**src/rtl/pipeline_exec_controller.sv**
```systemverilog
// Command sequencer between the UART receiver and the pipeline: decodes command words,
// streams program words into instruction memory and gates pipeline execution via o_halt.
module pipeline_exec_controller #(
  parameter int DATA_BITS = 32,
  parameter int MAX_INST  = 256,
  parameter int ADDR_STEP = 4
) (
  input  logic                 i_clk,
  input  logic                 i_reset,
  input  logic                 i_cmd_valid,
  input  logic [DATA_BITS-1:0] i_cmd_data,
  input  logic                 i_program_end,
  output logic                 o_write_inst,
  output logic [31:0]          o_write_addr,
  output logic [DATA_BITS-1:0] o_write_data,
  output logic                 o_halt,
  output logic [2:0]           o_state,
  output logic [31:0]          o_cycle_count,
  output logic                 o_cmd_error,
  output logic                 o_done
);

  localparam logic [2:0] IDLE = 3'd0;
  localparam logic [2:0] LOAD = 3'd1;
  localparam logic [2:0] RUN  = 3'd2;
  localparam logic [2:0] STEP = 3'd3;
  localparam logic [2:0] DONE = 3'd4;

  localparam logic [7:0] OP_LOAD  = 8'h01;
  localparam logic [7:0] OP_RUN   = 8'h02;
  localparam logic [7:0] OP_STEP  = 8'h03;
  localparam logic [7:0] OP_HALT  = 8'h04;
  localparam logic [7:0] OP_CLEAR = 8'h05;

  localparam logic [15:0] MAX_N   = 16'(MAX_INST);
  localparam logic [31:0] STEP_SZ = 32'(ADDR_STEP);

  logic [2:0]           state_q, state_d;
  logic                 halt_q, halt_d;
  logic                 writeInst_q, writeInst_d;
  logic [31:0]          writeAddr_q, writeAddr_d;
  logic [DATA_BITS-1:0] writeData_q, writeData_d;
  logic [31:0]          cycleCount_q, cycleCount_d;
  logic                 cmdError_q, cmdError_d;
  logic                 done_q, done_d;
  logic [15:0]          wordCnt_q, wordCnt_d;
  logic [15:0]          loadLen_q, loadLen_d;
  logic                 clearCount;

  logic [7:0]  opcode;
  logic [15:0] arg;

  assign opcode = i_cmd_data[DATA_BITS-1 -: 8];
  assign arg    = i_cmd_data[15:0];

  // Program end outranks any command arriving in the same cycle while executing.
  always_comb begin
    state_d     = state_q;
    writeInst_d = 1'b0;
    writeAddr_d = writeAddr_q;
    writeData_d = writeData_q;
    cmdError_d  = 1'b0;
    done_d      = 1'b0;
    wordCnt_d   = wordCnt_q;
    loadLen_d   = loadLen_q;
    clearCount  = 1'b0;

    case (state_q)
      IDLE, DONE: begin
        if (i_cmd_valid) begin
          case (opcode)
            OP_LOAD: begin
              if (arg != 16'd0 && arg <= MAX_N) begin
                state_d    = LOAD;
                loadLen_d  = arg;
                wordCnt_d  = 16'd0;
                clearCount = 1'b1;
              end else begin
                cmdError_d = 1'b1;
              end
            end
            OP_RUN: begin
              if (state_q == DONE) cmdError_d = 1'b1;
              else                 state_d    = RUN;
            end
            OP_STEP: begin
              if (state_q == DONE) cmdError_d = 1'b1;
              else                 state_d    = STEP;
            end
            OP_HALT: state_d = IDLE;
            OP_CLEAR: begin
              state_d    = IDLE;
              wordCnt_d  = 16'd0;
              clearCount = 1'b1;
            end
            default: cmdError_d = 1'b1;
          endcase
        end
      end
      LOAD: begin
        if (i_cmd_valid) begin
          writeInst_d = 1'b1;
          writeAddr_d = 32'(wordCnt_q) * STEP_SZ;
          writeData_d = i_cmd_data;
          wordCnt_d   = wordCnt_q + 16'd1;
          if (wordCnt_q == loadLen_q - 16'd1) state_d = IDLE;
        end
      end
      RUN: begin
        if (i_program_end) begin
          state_d = DONE;
          done_d  = 1'b1;
        end else if (i_cmd_valid) begin
          case (opcode)
            OP_HALT: state_d = IDLE;
            OP_CLEAR: begin
              state_d    = IDLE;
              wordCnt_d  = 16'd0;
              clearCount = 1'b1;
            end
            default: cmdError_d = 1'b1;
          endcase
        end
      end
      STEP: begin
        if (i_program_end) begin
          state_d = DONE;
          done_d  = 1'b1;
        end else begin
          state_d = IDLE;
          if (i_cmd_valid) begin
            case (opcode)
              OP_HALT: ;
              OP_CLEAR: begin
                wordCnt_d  = 16'd0;
                clearCount = 1'b1;
              end
              default: cmdError_d = 1'b1;
            endcase
          end
        end
      end
      default: state_d = IDLE;
    endcase

    halt_d = !(state_d == RUN || state_d == STEP);

    // Count the cycle just finished if the pipeline advanced in it; saturate at all-ones.
    cycleCount_d = cycleCount_q;
    if (clearCount)
      cycleCount_d = 32'd0;
    else if (!halt_q && cycleCount_q != 32'hFFFF_FFFF)
      cycleCount_d = cycleCount_q + 32'd1;
  end

  always_ff @(posedge i_clk) begin
    if (i_reset) begin
      state_q      <= IDLE;
      halt_q       <= 1'b1;
      writeInst_q  <= 1'b0;
      writeAddr_q  <= 32'd0;
      writeData_q  <= '0;
      cycleCount_q <= 32'd0;
      cmdError_q   <= 1'b0;
      done_q       <= 1'b0;
      wordCnt_q    <= 16'd0;
      loadLen_q    <= 16'd0;
    end else begin
      state_q      <= state_d;
      halt_q       <= halt_d;
      writeInst_q  <= writeInst_d;
      writeAddr_q  <= writeAddr_d;
      writeData_q  <= writeData_d;
      cycleCount_q <= cycleCount_d;
      cmdError_q   <= cmdError_d;
      done_q       <= done_d;
      wordCnt_q    <= wordCnt_d;
      loadLen_q    <= loadLen_d;
    end
  end

  assign o_state       = state_q;
  assign o_halt        = halt_q;
  assign o_write_inst  = writeInst_q;
  assign o_write_addr  = writeAddr_q;
  assign o_write_data  = writeData_q;
  assign o_cycle_count = cycleCount_q;
  assign o_cmd_error   = cmdError_q;
  assign o_done        = done_q;

endmodule
```
**config.mk**
```make
export PLATFORM = sky130hd
export DESIGN_NAME = pipeline_exec_controller
export DESIGN_NICKNAME = d
export VERILOG_FILES = /design/src/rtl/pipeline_exec_controller.sv
export SDC_FILE = /design/constraint.sdc
export NUM_CORES = 1
export LEC_CHECK = 0
export BUFFER_PORTS_ARGS = -buffer_cell sky130_fd_sc_hd__buf_2
export CAP_MARGIN = 40
export CORE_MARGIN = 2
export CORE_UTILIZATION = 40
export DETAILED_ROUTE_END_ITERATION = 7
export HOLD_SLACK_MARGIN = 0.03
export PLACE_DENSITY = 0.7
export SYNTH_ARGS = -nofsm -noshare
export SYNTH_HDL_FRONTEND = slang
export SYNTH_SLANG_ARGS = --single-unit
```
**constraint.sdc**
```tcl
create_clock -name i_clk -period 2.4 [get_ports i_clk]
set_clock_uncertainty 0.1 [all_clocks]
set_input_delay 0.12 -clock i_clk [delete_from_list [all_inputs] [get_ports i_clk]]
set_output_delay 0.12 -clock i_clk [all_outputs]
set_load 0.01 [all_outputs]
```
# Word level (Yosys, flattened, before mapping)
# Cells that the tools add are included.
totals:
  ramBits: 0
  rom_bits: 0
  inputBits: 36
  register_bits: 119
  output_inout_bits: 103
  latch_bits: 0
  mem_count: 0
op_classes:
  eq_ne: 20
  magnitude_cmp: 1
  n_reduce_logical: 18
  mul: 0
  n_addsub: 3
  n_div: 0
  muxes: 37
  shift: 0
  bitwise: 2
op_table:
  columns: ["cell", "n"]
  rows:
  - ["two-way mux 16 bit", 6]
  - ["one-hot mux 16 bit (3 select lines)", 1]
  - ["adder 32 x 1 -> 32 bit (second input constant)", 1]
  - ["!= test 32 bit (second input constant)", 1]
  - ["one-hot mux 16 bit (2 select lines)", 1]
  - ["two-way mux 3 bit", 10]
  - ["one-hot mux 3 bit (4 select lines)", 2]
  - ["adder 16 x 1 -> 16 bit (second input constant)", 1]
  - ["equality test 16 bit", 1]
  - ["equality test 8 x 2 -> 1 bit (second input constant)", 2]
  - ["equality test 8 x 3 -> 1 bit (second input constant)", 2]
  - ["less-or-equal comparator 16 x 9 -> 1 bit (second input constant)", 1]
  - ["nonzero test 16 bit", 1]
  - ["subtractor 16 x 1 -> 16 bit (second input constant)", 1]
  - ["OR reduction 2 bit", 7]
  - ["two-way mux 1 bit", 13]
  - ["equality test 3 x 2 -> 1 bit (second input constant)", 4]
  - ["equality test 8 x 1 -> 1 bit (second input constant)", 1]
  - ["AND reduction 8 bit", 1]
  - ["!= test 2 bit (second input constant)", 3]
  - ["one-hot mux 1 bit (2 select lines)", 3]
  - ["!= test 2 x 1 -> 1 bit (second input constant)", 2]
  - ["AND reduction 4 bit", 1]
  - ["equality test 3 x 1 -> 1 bit (second input constant)", 1]
  - ["11 further kinds", 14]

# Longest topological paths before layout
logic_depth:
  depth_word: 9
  depth_mapped: 9
  ltp_nobuf: 8

# Least setup slack after synthesis
# Ideal clock, no wire load.
synth_path:
  path_type: "reg-to-reg"
  startpoint: "reg state_q[2] (netlist: o_state[2])"
  endpoint: "reg wordCnt_q[10]"
  synth_period_minus_slack_ns: 2.338
  arrival_time_ns: 2.168
  path_stages_with_launch: 9
  path_slack_ns: 0.062
  path_cell_list: "dfxtp_1 -> clkbuf_1 -> nor2b_1 -> a2111oi_4 -> o22ai_2 -> a21o_1 -> buf_6 -> or4_1 -> a21oi_1"
synth_between:
  elab_chain_len: 4
  word_cells_on_any_way: 17
synth_lines:
  columns: ["element", "line_no", "text"]
  rows:
  - ["start: declaration", "38", "logic [2:0] state_q, state_d;"]
  - ["start signal: assignment", "169", "state_q <= state_d;"]
  - ["equality test 3 bit (tied with other cells)", "68", "case (state_q)"]
  - ["OR reduction 2 bit, on equally long branches", null, null]
  - ["!= test 3 x 2 -> 1 bit (no line) (tied with other cells)", null, null]
  - ["AND reduction 8 bit (no line)", null, null]
  - ["end signal: assignment", "177", "wordCnt_q <= wordCnt_d;"]
  - ["end: declaration", "46", "logic [15:0] wordCnt_q, wordCnt_d;"]
# Several ways; a longest one is shown, not always the timed one.
# A chain may end at the register's enable or synchronous reset.

# Worst setup path after layout
layout_path:
  startpoint: "in i_cmd_data[13]"
  endpoint: "reg wordCnt_q[10]"
layout_between:
  elab_chain_len: 4
  word_cells_on_any_way: 5
layout_lines:
  columns: ["element", "line_no", "text"]
  rows:
  - ["start: declaration", "11", "input logic [DATA_BITS-1:0] i_cmd_data,"]
  - ["less-or-equal comparator 16 x 9 -> 1 bit or nonzero test 16 bit (tied branches)", "73", "if (arg != 16'd0 && arg <= MAX_N) begin"]
  - ["logical AND 1 bit *", "73", null]
  - ["!= test 3 bit (no line) *", null, null]
  - ["AND reduction 8 bit (no line) *", null, null]
# Mark *: on every way between the ends. The rest lies on a longest branch, timed or not.

==> results.env <==
RUN_STATUS='complete, no violations'
SYNTH_AREA_UM2=5600
REGAREA_UM2=2380
ASYNC_RESET_FF_FRAC=0
MAXSLEWVIOLCOUNT=0
INITIALDRTVIOLATIONCOUNT=283
POST_DETAILED_ROUTE_WIRELENGTH_PER_CELL_UM=13.7
HOLD-PATH-ENDPOINT='o_cmd_error'
LATER_PIN_CLOCK_LATENCY_IN_THE_SKEW_REPORT_NS=0.41
TIMING.FINAL.SETUP_VIOLATIONS=0
FF2FF_SETUP_SLACK_NS=0.15
SYNTH.TOP_CELL.AREA_SHARE=0.425
FMAX_MHz=433
SYNTHFLOPTYPE='dfxtp_1'
HTREE_NUM_LEVELS=4
CLOCK_SINKS=119
SYNTH.FF_LATCH_COUNT=119
CLK_BUF_DEPTH=2
DIE_AREA_UM2=15000
TIMING.SLEW.HEADROOM=0.481
VIA_PER_INST=5.08
YOSYS_WARNINGS=0
CELL_VARIETY_AFTER_SYNTH=58
WORST-ENDPOINT-ARRIVAL_NS=2.55
DIE_H_UM=122
SYNTH-SEQ-AREA-SHARE=0.425
CRIT_PATH_END_KIND='register'
POST-ROUTE-MIN-PERIOD_NS=2.31
CLOCK-ROOT-BUFFER='clkbuf_16'
DRTPASS1ITERATIONS=5
CHIPWIDTH_UM=122
TRITONCTS.NUM_BUFFERS=17
HOLD_VIOLATIONS=0
PATH_CLK_SLEW_NS=0.06
ANTENNA_VIOLATIONS_BEFORE_REPAIR=0
START_TO_END_TYPE_OF_THE_WORST_SETUP_PATH='in -> reg'
PLACEMENTROWS=43
RR_WORST_DEPTH=7
NETS=919
PRE_CTS_SLACK_NS=-0.0639
AREA_OVERHEAD_OF_THE_LAYOUT_RELATIVE_TO_SYNTHESIS_PCT=36.8
DRT-TOTAL-WL_UM=14800
CRIT_SHARE_POST_ROUTE=0.962
TIGHTEST_SLEW_NS=0.779
SYNTH_TOP_CELLS_BY_AREA='dfxtp_1 (43%), nand2_1 (8.0%), a21oi_1 (5.6%), xnor2_1 (5.5%), nor2_1 (4.3%)'
DRT_DRC_VIOLATIONS_LEFT=0
POWER.DENSITY_CELL_AREA_nW_PER_UM2=622
GLOBAL_ROUTE_WIRE_LENGTH_BEFORE_REPAIR_UM=24100
GLOBALPLACE.CONGESTION=0.837
PROPORTION_OF_LAYOUT_CELLS_WITH_A_DRIVE_SUFFIX_ABOVE_1=0.254
ROUTED-VIA-COUNT=5454
SYNTH_ENABLE_FLOP_CELLS=0
GRT_START_MAX_NET_PINS=41
GRT.OVERFLOW.TOTAL=0
CTS_TREE='done'
FILLERS=1299
CP-START-KIND='primary input'
POST-SYNTH-TOP-COUNT-CELL='nand2_1'
CP.REQUIRED_NS=2.64
GRT_SETUP_UNREPAIRED='yes'
SYNTH.CELLS.MOST_FREQUENT='nand2_1 (120), dfxtp_1 (119), nor2_1 (64)'
FINAL.SETUP.TNS_NS=0
P_LEAK_nW=3.03
WORST_SLACK_NS=0.0914
WORST_HOLD_PATH.NUM_CELLS=3
COREAREA_UM2=13800
POST-CTS-SETUP-BUFFER-COUNT=0
AREA_OF_THE_MULTI_INPUT_GATES_UM2=2990
SYNTH.AVG_CELL_AREA_UM2=8.15
RR_STARTPOINT='o_state[1]'
GROUTE.USAGE.OVERALL=0.202
DETAILEDPLACEMENTHPWL_UM=10200
NUMBER_OF_MAXIMUM_CAPACITANCE_VIOLATIONS=0
HP-START='i_cmd_valid'
BOUNDARYPINS=139
ANTENNA_LEFT=0
GRT_PASS1_VIAS=5110
NUM_ANTENNA_CELLS=0
POWER.IR.VDD_WORST_uV=509
SYNTH_LARGEST_AREA_CELL='dfxtp_1'
FLOORPLAN.INITIALDENSITY=0.407
REGTOREGENDPOINT='wordCnt_q[10]'
SYNTHESIS.INSTANCES=687
BUFFER_PORTS.INSERTED=122
PATH_CLASS_OF_THE_LOWEST_SLACK_MIN_DELAY_PATH='in -> reg'
CRITICAL_PATH_PEAK_FANOUT=16
[worst max-delay path by stage]
stage	slack, ns	to	start	depth (start not counted)
after floorplan	0.06	wordCnt_q[10]	o_state[2]	8
after global placement	-0.005	wordCnt_q[8]	i_cmd_data[4]	7
after detailed placement	-0.06	wordCnt_q[8]	i_cmd_data[4]	7
after CTS	0.01	wordCnt_q[8]	i_cmd_data[13]	8
after global routing	-0.02	wordCnt_q[10]	i_cmd_data[13]	8
final	0.09	wordCnt_q[10]	i_cmd_data[13]	8
[critical path, stage by stage]
cell	delay, ns
dlygate4sd3_1	0.54
buf_2	0.13
nor4_2	0.25
nand2_1	0.12
or3_4	0.39
a21o_2	0.30
or4_1	0.53
a21oi_1	0.14
[report_power, final]
group / internal, mW / switching, mW / total (mW)
Sequential: 1.98 / 0.00110 / 1.98
Combinational: 0.0860 / 0.0937 / 0.180
Clock: 1.68 / 0.923 / 2.61
Total: 3.75 / 1.02 / 4.76
[metal layers]
metal	up-vias	part of all wire	track usage
met5	-	0	0
met4	0	0.026	0.0884
met3	29	0.055	0.0493
met2	166	0.47	0.318
met1	2515	0.45	0.263
li1	2744	-	-
[placed cells by master (no fill, tap or decap), types with 4 or more instances in the layout]
| cell type | count |
|---|---|
| nor2_1 | 63 |
| xor2_1 | 17 |
| buf_2 | 122 |
| a211oi_1 | 6 |
| nand4_1 | 17 |
| o31ai_1 | 9 |
| xnor2_1 | 35 |
| or4_1 | 8 |
| mux2i_1 | 10 |
| nor3_1 | 25 |
| dfxtp_1 | 119 |
| dlygate4sd3_1 | 33 |
| inv_1 | 14 |
| buf_4 | 54 |
| a31oi_1 | 7 |
| nand3_1 | 19 |
| clkbuf_16 | 17 |
| or3_1 | 8 |
| conb_1 | 16 |
| a21oi_1 | 63 |
| and2_1 | 8 |
| nor4_1 | 10 |
| clkinv_2 | 4 |
| nand2_1 | 120 |
| nand2b_1 | 6 |
| o21ai_0 | 11 |
[area by class of cell]
type | count | area share
inverters | 14 | 0.00686
clock inverters | 12 | 0.0196
multi-input cells | 516 | 0.390
flip-flops and latches | 119 | 0.311
well taps | 180 | 0.0294
clock buffers | 20 | 0.0596
repair buffers | 212 | 0.184
[kinds of logic after synthesis]
logic type      count (synthesis)  synth area share
fa+ha+maj                       3           0.00670
other cells                     1          0.000670
buf+inv                        67            0.0585
compound gates                119             0.136
simple gates                  316             0.274
mux                            10            0.0179
flops                         119             0.425
xor+xnor                       52            0.0813
[flip-flops by register name, indices dropped and copies added, names as in the netlist]
register and flops:
o_cycle_count 32, o_write_data 32, loadLen_q 16, o_write_addr 16, wordCnt_q 16, o_state 3
o_cmd_error 1, o_done 1, o_halt 1, o_write_inst 1
[what timing repair did]
action                                 4_1_cts  5_1_grt
setup endpoints to repair                    0       14
hold buffers                                33        0
resized for setup                            0        7
endpoints found under the hold margin       43        0
[metrics by stage]
step	power (mW)	std cells	hold WS, ns	instance area [um2]	utilization
after detailed placement	2.15	1008	0.266	6710	0.487
after global routing	4.93	1073	0.0688	7660	0.556
after global placement	2.16	1008	0.263	6710	0.487
after CTS	4.81	1073	0.0661	7640	0.555
after floorplan	2.10	702	0.156	5660	-
final	4.76	1073	0.0927	7660	0.556
Note: power is estimated with default switching activity, not from simulation.
